### src/rtl/vga_pkg.sv
`default_nettype none
// +----------------------------------------------------------------------+
// | vga_pkg: default 640x480@60 timing, NES image geometry, colour type  |
// | Revision: 1.0                                                        |
// +----------------------------------------------------------------------+
package vga_pkg;

  localparam int H_VISIBLE_DEF = 640;
  localparam int H_FRONT_DEF   = 16;
  localparam int H_SYNC_DEF    = 96;
  localparam int H_BACK_DEF    = 48;
  localparam int V_VISIBLE_DEF = 480;
  localparam int V_FRONT_DEF   = 10;
  localparam int V_SYNC_DEF    = 2;
  localparam int V_BACK_DEF    = 33;
  localparam int X_OFFSET_DEF  = 64;

  localparam int H_TOTAL = H_VISIBLE_DEF + H_FRONT_DEF + H_SYNC_DEF + H_BACK_DEF;
  localparam int V_TOTAL = V_VISIBLE_DEF + V_FRONT_DEF + V_SYNC_DEF + V_BACK_DEF;

  localparam int IMG_W = 256;
  localparam int IMG_H = 240;
  localparam int SCALE = 2;

  typedef struct packed {
    logic [2:0] r;
    logic [2:0] g;
    logic [2:0] b;
  } rgb_t;

endpackage
`default_nettype wire

### src/rtl/vga_timing.sv
`default_nettype none
// +----------------------------------------------------------------------+
// | vga_timing: raster counters, frame-buffer addressing, 2-stage pins   |
// | Revision: 1.0                                                        |
// +----------------------------------------------------------------------+
module vga_timing
  import vga_pkg::*;
#(
  parameter int H_VISIBLE = H_VISIBLE_DEF,
  parameter int H_FRONT   = H_FRONT_DEF,
  parameter int H_SYNC    = H_SYNC_DEF,
  parameter int H_BACK    = H_BACK_DEF,
  parameter int V_VISIBLE = V_VISIBLE_DEF,
  parameter int V_FRONT   = V_FRONT_DEF,
  parameter int V_SYNC    = V_SYNC_DEF,
  parameter int V_BACK    = V_BACK_DEF,
  parameter int X_OFFSET  = X_OFFSET_DEF
) (
  input  logic       pix_clk,
  input  logic       rst,
  input  logic [8:0] rgb,
  output logic [7:0] pix_ptr_x,
  output logic [7:0] pix_ptr_y,
  output logic       vga_hs,
  output logic       vga_vs,
  output logic [2:0] vga_r,
  output logic [2:0] vga_g,
  output logic [2:0] vga_b,
  output logic       vblank,
  output logic       frame_tick
);

  localparam int c_H_TOTAL = H_VISIBLE + H_FRONT + H_SYNC + H_BACK;
  localparam int c_V_TOTAL = V_VISIBLE + V_FRONT + V_SYNC + V_BACK;
  localparam int c_X_END   = X_OFFSET + IMG_W * SCALE;
  // Wide enough for both the line length and the window end compare value
  localparam int c_HW = $clog2(((c_H_TOTAL > c_X_END) ? c_H_TOTAL : c_X_END) + 1);
  localparam int c_VW = $clog2(c_V_TOTAL + 1);

  localparam logic [c_HW-1:0] c_H_LAST   = c_HW'(c_H_TOTAL - 1);
  localparam logic [c_HW-1:0] c_H_VIS    = c_HW'(H_VISIBLE);
  localparam logic [c_HW-1:0] c_HS_START = c_HW'(H_VISIBLE + H_FRONT);
  localparam logic [c_HW-1:0] c_HS_END   = c_HW'(H_VISIBLE + H_FRONT + H_SYNC);
  localparam logic [c_HW-1:0] c_X_LO     = c_HW'(X_OFFSET);
  localparam logic [c_HW-1:0] c_X_HI     = c_HW'(c_X_END);
  localparam logic [c_VW-1:0] c_V_LAST   = c_VW'(c_V_TOTAL - 1);
  localparam logic [c_VW-1:0] c_V_VIS    = c_VW'(V_VISIBLE);
  localparam logic [c_VW-1:0] c_VS_START = c_VW'(V_VISIBLE + V_FRONT);
  localparam logic [c_VW-1:0] c_VS_END   = c_VW'(V_VISIBLE + V_FRONT + V_SYNC);

  logic [c_HW-1:0] r_h_cnt;
  logic [c_VW-1:0] r_v_cnt;
  logic            w_visible;
  logic            w_win;
  logic            w_hs;
  logic            w_vs;
  logic            r_win;
  logic            r_hs;
  logic            r_vs;
  rgb_t            w_pix;

  assign w_pix = rgb;

  always_ff @(posedge pix_clk or posedge rst) begin
    if (rst) begin
      r_h_cnt <= '0;
      r_v_cnt <= '0;
    end else if (r_h_cnt == c_H_LAST) begin
      r_h_cnt <= '0;
      r_v_cnt <= (r_v_cnt == c_V_LAST) ? '0 : r_v_cnt + c_VW'(1);
    end else begin
      r_h_cnt <= r_h_cnt + c_HW'(1);
    end
  end

  always_comb begin
    w_visible = (r_h_cnt < c_H_VIS) && (r_v_cnt < c_V_VIS);
    w_win     = w_visible && (r_h_cnt >= c_X_LO) && (r_h_cnt < c_X_HI);
    w_hs      = (r_h_cnt >= c_HS_START) && (r_h_cnt < c_HS_END);
    w_vs      = (r_v_cnt >= c_VS_START) && (r_v_cnt < c_VS_END);
  end

  // Halving the offset column and the line maps each source pixel onto 2x2 screen pixels
  assign pix_ptr_x = w_win ? 8'((r_h_cnt - c_X_LO) >> 1) : '0;
  assign pix_ptr_y = (r_v_cnt < c_V_VIS) ? 8'(r_v_cnt >> 1) : '0;

  always_ff @(posedge pix_clk or posedge rst) begin
    if (rst) begin
      r_win      <= 1'b0;
      r_hs       <= 1'b0;
      r_vs       <= 1'b0;
      vga_hs     <= 1'b1;
      vga_vs     <= 1'b1;
      vga_r      <= '0;
      vga_g      <= '0;
      vga_b      <= '0;
      vblank     <= 1'b0;
      frame_tick <= 1'b0;
    end else begin
      r_win      <= w_win;
      r_hs       <= w_hs;
      r_vs       <= w_vs;
      vga_hs     <= ~r_hs;
      vga_vs     <= ~r_vs;
      vga_r      <= r_win ? w_pix.r : '0;
      vga_g      <= r_win ? w_pix.g : '0;
      vga_b      <= r_win ? w_pix.b : '0;
      vblank     <= (r_v_cnt >= c_V_VIS);
      frame_tick <= (r_v_cnt == c_V_VIS) && (r_h_cnt == '0);
    end
  end

endmodule
`default_nettype wire

### config.mk
export PLATFORM = sky130hd
export DESIGN_NAME = vga_timing
export DESIGN_NICKNAME = d
export VERILOG_FILES = /design/src/rtl/vga_pkg.sv /design/src/rtl/vga_timing.sv
export SDC_FILE = /design/constraint.sdc
export NUM_CORES = 1
export LEC_CHECK = 0
export ABC_CLOCK_PERIOD_IN_PS = 1800
export BUFFER_PORTS_ARGS = -buffer_cell sky130_fd_sc_hd__buf_2
export CAP_MARGIN = 20
export CORE_MARGIN = 4
export CORE_UTILIZATION = 53
export DETAILED_ROUTE_END_ITERATION = 10
export PLACE_DENSITY = 0.78
export SYNTH_ARGS = -nofsm -noshare
export SYNTH_HDL_FRONTEND = slang
export SYNTH_SLANG_ARGS = --single-unit
### constraint.sdc
create_clock -name pix_clk -period 1.8 [get_ports pix_clk]
set_input_delay 0.09 -clock pix_clk [delete_from_list [all_inputs] [get_ports pix_clk]]
set_output_delay 0.09 -clock pix_clk [all_outputs]
set_load 0.01 [all_outputs]
# Word-level counts from Yosys, hierarchy flattened
# Cells that the tools add are included.
dict set report word_totals {
  regBits 36
  inputBits 11
  out_inout_bits 29
  word_cells 43
}
dict set report classes {
  add_sub_neg 3
  order_cmp 9
  n_eq_ne 3
  muxes 7
  n_bitwise 2
  reduce_logical 7
}
# operator count
set op_table {}
lappend op_table {{10-bit < comparator (second input constant)} 3}
lappend op_table {{10-bit by 1-bit adder with 10-bit output (second input constant)} 2}
lappend op_table {{10-bit == test (second input constant)} 2}
lappend op_table {{10-bit by 9-bit greater-or-equal comparator with 1-bit output (second input constant)} 2}
lappend op_table {{10-bit by 9-bit < comparator with 1-bit output (second input constant)} 2}
lappend op_table {{10-bit two-way mux} 2}
lappend op_table {{8-bit two-way mux} 2}
lappend op_table {{10-bit by 9-bit == test with 1-bit output (second input constant)} 1}
lappend op_table {{10-bit greater-or-equal comparator (second input constant)} 1}
lappend op_table {{10-bit by 7-bit greater-or-equal comparator with 1-bit output (second input constant)} 1}
lappend op_table {{10-bit zero test} 1}
lappend op_table {{3-bit two-way mux} 3}
lappend op_table {{9-bit by 7-bit subtractor with 9-bit output (second input constant)} 1}
lappend op_table {{1-bit logical AND} 6}
lappend op_table {{1-bit inverter} 2}

# Longest topological paths before layout
# Gate-level depths: netlist of the first run.
dict set report depth {
  ltp_word 5
  ltp_mapped 7
  mapped_depth_nobuf 6
}

# Least setup slack after synthesis of the first run
# OpenSTA, ideal clock, no wires.
dict set report synth_path {
  path_type {flip-flop to flip-flop}
  startpoint {register r_h_cnt[6]}
  endpoint {register r_v_cnt[9]}
  t_arrival_ns 1.541
  required_ns 1.723
  slack_ns 0.182
  path_stages_with_launch 8
  n_path_buf 1
  path_cell_list {dfrtp_1 inv_1 ha_1 and4b_1 buf_6 nand4_4 or3_1 a21oi_1}
}
dict set report synth_between {
  elab_chain_cells 1
}
# item line
set synth_rtl {}
lappend synth_rtl {{from (decl)} vga_timing.sv:51} ;# logic [c_HW-1:0] r_h_cnt;
lappend synth_rtl {{from (signal assigned)} vga_timing.sv:72} ;# r_h_cnt <= r_h_cnt + c_HW'(1);
lappend synth_rtl {{10-bit == test} vga_timing.sv:68} ;# end else if (r_h_cnt == c_H_LAST) begin
lappend synth_rtl {{to (signal assigned)} vga_timing.sv:70} ;# r_v_cnt <= (r_v_cnt == c_V_LAST) ? '0 : r_v_cnt + c_VW'(1);
lappend synth_rtl {{to (decl)} vga_timing.sv:52} ;# logic [c_VW-1:0] r_v_cnt;
# Every way passes these cells.
# A chain may end at the register's enable or synchronous reset.

# Worst setup path in the final report of the first run
dict set report layout_path {
  startpoint {register r_h_cnt[0]}
  endpoint {output pix_ptr_x[7]}
}
dict set report layout_between {
  elab_chain_cells 5
  word_cells_on_any_way 8
  classes_between {1 x add/sub; 3 x order compare; 1 x mux; 3 x reduce/logical}
}
# item line
set layout_rtl {}
lappend layout_rtl {{10-bit < comparator} vga_timing.sv:77} ;# w_visible = (r_h_cnt < c_H_VIS) && (r_v_cnt < c_V_VIS);
lappend layout_rtl {{1-bit logical AND} vga_timing.sv:77}
lappend layout_rtl {{1-bit logical AND (2 in a row)} vga_timing.sv:78} ;# w_win = w_visible && (r_h_cnt >= c_X_LO) && (r_h_cnt < c_X_HI);
lappend layout_rtl {{8-bit two-way mux *} vga_timing.sv:84} ;# assign pix_ptr_x = w_win ? 8'((r_h_cnt - c_X_LO) >> 1) : '0;
lappend layout_rtl {{to (decl)} vga_timing.sv:22} ;# output logic [7:0] pix_ptr_x,
# Every way passes the cells marked *; elsewhere a longest branch is shown, timed or not.

==> PnR_summary.wiki, run 1 <==
{| class="wikitable"
! Metric !! Value
|-
| Average routed wire per standard cell || 16.1 um
|-
| Mapped Cells || 172
|-
| Nets in the synthesized netlist || 193
|-
| H-tree lvl count || 2
|-
| Worst-case register-to-register setup slack || -0.10 ns
|-
| Met2 capacity usage during global routing || 35.9%
|-
| Worst-case setup margin in the final layout || -0.265 ns
|-
| End of the worst register-to-register path || r_h_cnt[8]$_DFF_PP0_
|-
| Total power per unit cell area || 560 nW/um^2
|-
| Total of buffers placed on input and output ports || 39
|-
| Least-Margin Pin Slew || 0.451 ns
|-
| Element type at the critical path start || flop
|-
| Adder-cell share of the synthesized area || 6.92%
|-
| Cell area after placement || 2140 um^2
|-
| Total global-route track usage || 21.0%
|-
| Pin count of the biggest net entering global routing || 37
|-
| Weighted congestion reported at the end of routability-driven placement || 0.860
|-
| Vertical die dimension || 66.4 um
|-
| Total clock sinks || 36
|-
| Number of pins with negative max-slew slack in the final report || 0
|-
| Launch instance of the worst register-to-register path || r_h_cnt[6]$_DFF_PP0_
|-
| Std-Cell Core Area || 3150 um^2
|-
| DRT iter0 DRCs || 68
|-
| Clock Tree Buf Depth || 2
|-
| Area fraction in compound gates after synthesis || 4.56%
|-
| Critical Path AT || 1.98 ns
|-
| Final hold vios || 0
|-
| Period utilisation layout || 115%
|-
| Fraction of the core area covered by cells at the end of the flow || 80.7%
|-
| Antenna violations before repair || 0
|-
| Most congested layer reported by global routing || met2
|-
| Mean post-synth cell area || 10.5 um^2
|-
| Clock Tree Root || sky130_fd_sc_hd__clkbuf_4
|-
| Post-Place Cells || 266
|-
| Max-cap violations || 0
|-
| Top flip-flop cell by instance count after synthesis || sky130_fd_sc_hd__dfrtp_1
|-
| Number of global-route vias before repair || 1,555
|-
| Die width || 66.4 um
|-
| Final number of setup-violating endpoints || 11
|-
| Final critical delay including setup and external delays || 2.07 ns
|-
| Warnings from Yosys || 0
|-
| Effective utilization at floorplan || 57.4%
|-
| Basic-gate share of the synthesized area counting and, or, nand and nor cells || 27.8%
|-
| CTS tree || yes
|-
| Sink of the worst hold path || vga_hs$_DFF_PP1_
|-
| Logic depth of the worst setup path including buffers || 7
|-
| Fin cells || 294
|-
| Post-synthesis xor/xnor area fraction || 5.81%
|-
| Slowest CP cell || sky130_fd_sc_hd__dfrtp_1
|-
| Drt drc || 0
|-
| Share of cell area taken by muxes after synthesis || 0.553%
|-
| Fraction of met1 tracks used by global routing || 25.6%
|-
| Failing checks || setup timing
|-
| Number of library cell types mapped by synthesis || 39
|-
| Final net count || 270
|-
| DR vias/cell || 5.45
|-
| VDD IR max || 417 uV
|-
| Final clock skew || 0.0164 ns
|-
| Worst-case reg-to-reg path depth || 10
|-
| Slew headroom || 69.9%
|-
| Critical path endpoint category || output pin
|-
| Sequential element share of the synthesized area || 49.9%
|-
| Clock slew at the register clock pins of the worst setup and hold paths || 0.11 ns
|-
| Share of cells above drive strength 1 || 41.6%
|-
| Worst min-delay path class || reg2reg
|-
| Number of synthesized register bits || 36
|-
| Largest stage delay on the critical path || 0.43 ns
|-
| Required time of the worst setup path || 1.71 ns
|-
| Number of enable flip-flop cells after synthesis || 0
|-
| Sum of routed wire length over all layers || 4720 um
|-
| Hold Crit Depth || 1
|-
| Vias after detailed routing || 1,601
|-
| Classification of the worst setup path || reg2out
|-
| Source-to-sink clock delay at the later pin of the worst-skew pair || 0.34 ns
|-
| DRT Pass-1 Iters || 4
|-
| RSZ-0062 raised after global routing || yes
|-
| Post-detailed-placement half-perimeter wirelength || 2850 um
|-
| Number of standard-cell rows in the floorplan || 20
|-
| Cell area after layout || 2540 um^2
|-
| Critical path, cell by cell || inv_1 -> ha_1 -> a311o_1 -> and3_4 -> buf_6 -> a21boi_2 -> buf_2
|-
| Post-Syn Area || 1810 um^2
|-
| Global-route track usage on met3 || 4.93%
|-
| Antenna viol nets, final || 0
|-
| Inserted Clock Buffers || 5
|-
| Leakage dissipation || 1.28 nW
|-
| DIE AREA || 4410 um^2
|-
| Main combinational cell family by area after synthesis || simple AND/OR/NAND/NOR gates
|-
| Ys async rst share || 100%
|-
| Grt ovf || 0
|-
| First-pass GRT wire length || 7070 um
|-
| CP Buf/Inv Count || 3
|-
| Max frequency || 484 MHz
|-
| Hold_ws || 0.365 ns
|-
| Setup WS pre-CTS || -0.0695 ns
|-
| Diodes inserted || 0
|-
| Growth of design area from synthesis to finish || 40.6%
|-
| Outcome || complete, but fails checks
|-
| Hold Path Origin || r_hs$_DFF_PP0_
|-
| # IOs || 40
|-
| Gate family responsible for the most delay along the worst path || compound AO/OA/AOI/OAI gates
|-
| Critical Path Fanout Max || 5
|}
==> worst max path at each step <==
stage / startpoint / endpoint
after floorplan: r_h_cnt[6]$_DFF_PP0_ / r_v_cnt[9]$_DFFE_PP0N_
after global placement: r_h_cnt[6]$_DFF_PP0_ / pix_ptr_x[0]
after detailed placement: r_h_cnt[6]$_DFF_PP0_ / pix_ptr_x[0]
after CTS: r_h_cnt[7]$_DFF_PP0_ / pix_ptr_x[7]
after global routing: r_h_cnt[4]$_DFF_PP0_ / pix_ptr_x[7]
final: r_h_cnt[0]$_DFF_PP0_ / pix_ptr_x[7]
==> cell usage after synthesis, types with 3 or more instances <==
| cell type | count | area (um^2) |
|---|---|---|
| sky130_fd_sc_hd__dfrtp_1 | 34 | 851 |
| sky130_fd_sc_hd__and2_1 | 24 | 150 |
| sky130_fd_sc_hd__inv_1 | 11 | 41.3 |
| sky130_fd_sc_hd__nor2_1 | 11 | 41.3 |
| sky130_fd_sc_hd__ha_1 | 10 | 125 |
| sky130_fd_sc_hd__nand2_1 | 9 | 33.8 |
| sky130_fd_sc_hd__o21ai_0 | 9 | 45.0 |
| sky130_fd_sc_hd__nand3_1 | 8 | 40.0 |
| sky130_fd_sc_hd__xnor2_1 | 6 | 52.6 |
| sky130_fd_sc_hd__xor2_1 | 6 | 52.6 |
| sky130_fd_sc_hd__nand4_1 | 5 | 31.3 |
| sky130_fd_sc_hd__a21oi_1 | 4 | 20.0 |
| sky130_fd_sc_hd__nor3_1 | 3 | 15.0 |
==> routing by layer <==
layer / routed length [um] / vias up
li1: - / 733
met4: 80 / 0
met3: 339 / 11
met5: 0 / -
met1: 1950 / 775
met2: 2350 / 82
==> registers in the layout (all words and copies together), names as in the netlist <==
register / flops
r_v_cnt: 10
vblank: 1
vga_r: 3
vga_b: 3
r_h_cnt: 10
frame_tick: 1
vga_hs: 1
r_win: 1
vga_vs: 1
r_vs: 1
r_hs: 1
vga_g: 3
==> cells by family after synthesis <==
logic type | Yosys count
flip-flops | 36
buffers and inverters | 16
adder cells (fa/ha/maj) | 10
XOR/XNOR | 12
AND/OR/NAND/NOR | 82
AO/OA/AOI/OAI | 15
multiplexers | 1
==> cells in the final DEF, fill, tap and decap left out, types with 3 or more instances in the layout <==
cell	count
sky130_fd_sc_hd__nand3_1	8
sky130_fd_sc_hd__nand2_1	8
sky130_fd_sc_hd__nor2_1	9
sky130_fd_sc_hd__xor2_1	6
sky130_fd_sc_hd__a21oi_2	3
sky130_fd_sc_hd__buf_2	34
sky130_fd_sc_hd__xnor2_1	6
sky130_fd_sc_hd__nor3_1	3
sky130_fd_sc_hd__and2_4	5
sky130_fd_sc_hd__dfrtp_1	34
sky130_fd_sc_hd__buf_4	23
sky130_fd_sc_hd__ha_1	7
sky130_fd_sc_hd__clkbuf_4	5
sky130_fd_sc_hd__o21ai_0	6
sky130_fd_sc_hd__and2_1	19
sky130_fd_sc_hd__buf_6	8
sky130_fd_sc_hd__dlygate4sd3_1	10
sky130_fd_sc_hd__inv_1	9
sky130_fd_sc_hd__nand4_1	5
==> report_power, final <==
part / internal (mW) / switching [mW]
Clock: 0.290 / 0.282
Sequential: 0.809 / 0
Combinational: 0.0232 / 0.0208
==> repair_timing <==
action	in CTS	in global routing
buffers inserted	6	4
resized for setup	17	22
endpoints found under the setup margin	9	16
pin swaps	7	5
hold buffers	10	0
endpoints found under the hold margin	43	0
==> stage by stage <==
step / setup TNS (ns) / power [mW]
2_1_floorplan: 0 / 0.836
3_3_place_gp: 0 / 0.851
3_5_place_dp: -0.365 / 0.853
4_1_cts: -1.94 / 1.43
5_1_grt: -3.46 / 1.47
6_report: -2.24 / 1.42
==> cell type report <==
cell class	instances	area, um^2
Clock buffer	5	37.5
Tap cell	44	55.1
Inverter	11	41.3
Timing Repair Buffer	75	533
Fill cell	168	609
Sequential cell	36	903
Multi-Input combinational cell	120	931
Clock inverter	3	42.5
(Power assumes the default switching activity.)
==> run 2: changes to the inputs <==
--- a/config.mk
+++ b/config.mk
@@ -5,7 +5,7 @@
 export SDC_FILE = /design/constraint.sdc
 export NUM_CORES = 1
 export LEC_CHECK = 0
-export ABC_CLOCK_PERIOD_IN_PS = 1800
+export ABC_CLOCK_PERIOD_IN_PS = 1950
 export BUFFER_PORTS_ARGS = -buffer_cell sky130_fd_sc_hd__buf_2
 export CAP_MARGIN = 20
 export CORE_MARGIN = 4
==> constraint.sdc (replaced) <==
create_clock -name pix_clk -period 1.95 [get_ports pix_clk]
set_input_delay 0.0975 -clock pix_clk [delete_from_list [all_inputs] [get_ports pix_clk]]
set_output_delay 0.0975 -clock pix_clk [all_outputs]
set_load 0.01 [all_outputs]
==> run 2 against run 1 <==
Effect of this change: sequential cell count unchanged; first-iteration DRC count grew 4.4%; largest power group unchanged; global-route usage rose by 1.7 points; wire length is 4.6% lower; sequential power fell by 7.8%; highest routed layer unchanged; via count decreased by 5.7%; utilization fell by 3.6 points; the run still ends with setup timing left; die area unchanged; hold slack lost 0.0042 ns.
==> PnR_summary.wiki, run 2 (synthesis results as in run 1) <==
{| class="wikitable"
! Metric !! Value
|-
| Final net count || 260 (was 270)
|-
| DR vias/cell || 5.32 (was 5.45)
|-
| Period utilisation layout || 104%
|-
| Failing checks || setup timing (unchanged)
|-
| Final number of setup-violating endpoints || 8 (was 11)
|-
| Final hold vios || 0 (unchanged)
|-
| Share of cells above drive strength 1 || 35.0% (was 41.6%)
|-
| Final critical delay including setup and external delays || 2.02 ns
|-
| Setup WS pre-CTS || 0.129 ns (was -0.0695 ns)
|-
| # IOs || 40 (unchanged)
|-
| Std-Cell Core Area || 3150 um^2 (unchanged)
|-
| Growth of design area from synthesis to finish || 34.3% (was 40.6%)
|-
| Grt ovf || 0 (unchanged)
|-
| DRT Pass-1 Iters || 4 (unchanged)
|-
| Least-Margin Pin Slew || 0.430 ns (was 0.451 ns)
|-
| Sum of routed wire length over all layers || 4500 um (was 4720 um)
|-
| Worst-case setup margin in the final layout || -0.0691 ns (was -0.265 ns)
|-
| Inserted Clock Buffers || 5 (unchanged)
|-
| Outcome || complete, but fails checks (unchanged)
|-
| Average routed wire per standard cell || 15.9 um (was 16.1 um)
|-
| Worst-case reg-to-reg path depth || 7 (was 10)
|-
| Leading registers by flop count || r_h_cnt (10), r_v_cnt (10) (unchanged)
|-
| Final clock skew || 0.0166 ns (was 0.0164 ns)
|-
| RSZ-0062 raised after global routing || yes (unchanged)
|-
| Classification of the worst setup path || reg2out (unchanged)
|-
| Sink of the worst hold path || vga_vs$_DFF_PP1_ (was vga_hs$_DFF_PP1_)
|-
| Pin count of the biggest net entering global routing || 37 (unchanged)
|-
| End of the worst register-to-register path || r_v_cnt[9]$_DFFE_PP0N_ (was r_h_cnt[8]$_DFF_PP0_)
|-
| DIE AREA || 4410 um^2 (unchanged)
|-
| Slew headroom || 71.4% (was 69.9%)
|-
| Final TNS setup || -0.395 ns (was -2.24 ns)
|-
| Total power per unit cell area || 536 nW/um^2 (was 560 nW/um^2)
|-
| Max-cap violations || 0 (unchanged)
|-
| Number of standard-cell rows in the floorplan || 20 (unchanged)
|-
| Total of buffers placed on input and output ports || 39 (unchanged)
|-
| VDD IR max || 418 uV (was 417 uV)
|-
| Element type at the critical path start || flop (unchanged)
|-
| Max frequency || 495 MHz
|-
| Hold_ws || 0.361 ns (was 0.365 ns)
|-
| Die width || 66.4 um (unchanged)
|-
| Cell area after layout || 2430 um^2 (was 2540 um^2)
|-
| Total clock sinks || 36 (unchanged)
|-
| Diodes inserted || 0 (unchanged)
|-
| Leakage dissipation || 1.22 nW (was 1.28 nW)
|-
| CTS tree || yes (unchanged)
|-
| Effective utilization at floorplan || 57.4% (unchanged)
|-
| Weighted congestion reported at the end of routability-driven placement || 0.913 (was 0.860)
|-
| Clock slew at the register clock pins of the worst setup and hold paths || 0.12 ns (was 0.11 ns)
|-
| DRT iter0 DRCs || 71 (was 68)
|-
| H-tree lvl count || 2 (unchanged)
|-
| Required time of the worst setup path || 1.85 ns (was 1.71 ns)
|-
| Drt drc || 0 (unchanged)
|-
| Worst-case register-to-register setup slack || 0.09 ns (was -0.10 ns)
|-
| Worst min-delay path class || reg2reg (unchanged)
|-
| Antenna violations before repair || 0 (unchanged)
|-
| Source-to-sink clock delay at the later pin of the worst-skew pair || 0.35 ns (was 0.34 ns)
|-
| Hold Crit Depth || 1 (unchanged)
|-
| Clock Tree Buf Depth || 2 (unchanged)
|-
| First-pass GRT wire length || 7440 um (was 7070 um)
|-
| Launch instance of the worst register-to-register path || r_h_cnt[6]$_DFF_PP0_ (unchanged)
|-
| Critical Path Fanout Max || 4 (was 5)
|-
| Total design power || 1.30 mW (was 1.42 mW)
|-
| Post-detailed-placement half-perimeter wirelength || 2820 um (was 2850 um)
|-
| Vias after detailed routing || 1,510 (was 1,601)
|-
| Vertical die dimension || 66.4 um (unchanged)
|-
| Cell area after placement || 2090 um^2 (was 2140 um^2)
|-
| Clock Tree Root || sky130_fd_sc_hd__clkbuf_4 (unchanged)
|-
| Critical path endpoint category || output pin (unchanged)
|-
| Number of global-route vias before repair || 1,576 (was 1,555)
|-
| Antenna viol nets, final || 0 (unchanged)
|-
| Hold Path Origin || r_vs$_DFF_PP0_ (was r_hs$_DFF_PP0_)
|-
| Critical Path AT || 1.92 ns (was 1.98 ns)
|-
| Most frequent cells in the layout || 34 x sky130_fd_sc_hd__dfrtp_1, 34 x sky130_fd_sc_hd__buf_2, 19 x sky130_fd_sc_hd__and2_1 (was 34 x sky130_fd_sc_hd__dfrtp_1, 34 x sky130_fd_sc_hd__buf_2, 23 x sky130_fd_sc_hd__buf_4)
|-
| Total global-route track usage || 22.7% (was 21.0%)
|-
| Number of pins with negative max-slew slack in the final report || 0 (unchanged)
|}
[run 2: cell count changes in the layout (fill, tap and decap cells not counted), moves of 2 or more]
| cell | change |
|---|---|
| sky130_fd_sc_hd__a21oi_1 | +2 |
| sky130_fd_sc_hd__a21oi_2 | -2 |
| sky130_fd_sc_hd__buf_4 | -9 |
| sky130_fd_sc_hd__buf_6 | -2 |
| sky130_fd_sc_hd__nor2_1 | +2 |
| sky130_fd_sc_hd__nor2_4 | -2 |
| sky130_fd_sc_hd__o21ai_0 | +2 |
| sky130_fd_sc_hd__o21ai_2 | -2 |
[run 2: routing by layer]
layer | vias to the layer above | track usage (%) | part of all wire (%)
li1 | 714 | - | -
met1 | 725 | 24.6 | 40
met2 | 59 | 41.6 | 52
met3 | 12 | 6.63 | 6.5
met4 | 0 | 7.36 | 1.4
met5 | - | 0 | 0
[run 2: area by class of cell]
class	instances	area, um^2
inverters	11	41.3
fillers	223	723
multi-input cells	121	911
clock inverters	2	35.0
flip-flops and latches	36	903
repair buffers	64	443
well taps	44	55.1
clock buffers	6	41.3
[run 2: worst max path at each step]
stage                    startpoint                      to  slack, ns  depth (start not counted)
6_report       r_h_cnt[6]$_DFF_PP0_            pix_ptr_x[7]      -0.07                          7
5_1_grt        r_h_cnt[7]$_DFF_PP0_            pix_ptr_x[7]      -0.13                          7
4_1_cts        r_h_cnt[7]$_DFF_PP0_            pix_ptr_x[7]       0.01                          7
3_5_place_dp   r_h_cnt[6]$_DFF_PP0_            pix_ptr_x[5]       0.13                          7
3_3_place_gp   r_h_cnt[6]$_DFF_PP0_            pix_ptr_x[5]       0.19                          7
2_1_floorplan  r_h_cnt[6]$_DFF_PP0_  r_v_cnt[9]$_DFFE_PP0N_       0.33                          7
[run 2: through the flow]
step                      util (%)  std cells
after global placement        66.2        259
after CTS                     76.2        283
after global routing          77.1        284
after detailed placement      66.2        259
final                         77.1        284
after floorplan                  -        172
[run 2: what timing repair did]
action	CTS	global route
gates cloned	1	0
resized for setup	21	6
endpoints found under the setup margin	8	13
hold buffers	10	0
endpoints found under the hold margin	43	0
pin swaps	4	3
setup buffers	6	1
[run 2: worst max-delay path, cell delays in order (launching register included)]
cell	delay (ns)
sky130_fd_sc_hd__dfrtp_1	0.43
sky130_fd_sc_hd__inv_2	0.09
sky130_fd_sc_hd__ha_4	0.14
sky130_fd_sc_hd__nand2b_4	0.06
sky130_fd_sc_hd__a311o_1	0.35
sky130_fd_sc_hd__and3_4	0.21
sky130_fd_sc_hd__a21boi_2	0.15
sky130_fd_sc_hd__buf_2	0.14
[run 2: where the power goes]
part,total [mW],switching (mW),internal (mW)
Clock,0.516,0.247,0.268
Combinational,0.0396,0.0183,0.0214
Sequential,0.746,0,0.746
Total,1.30,0.266,1.04
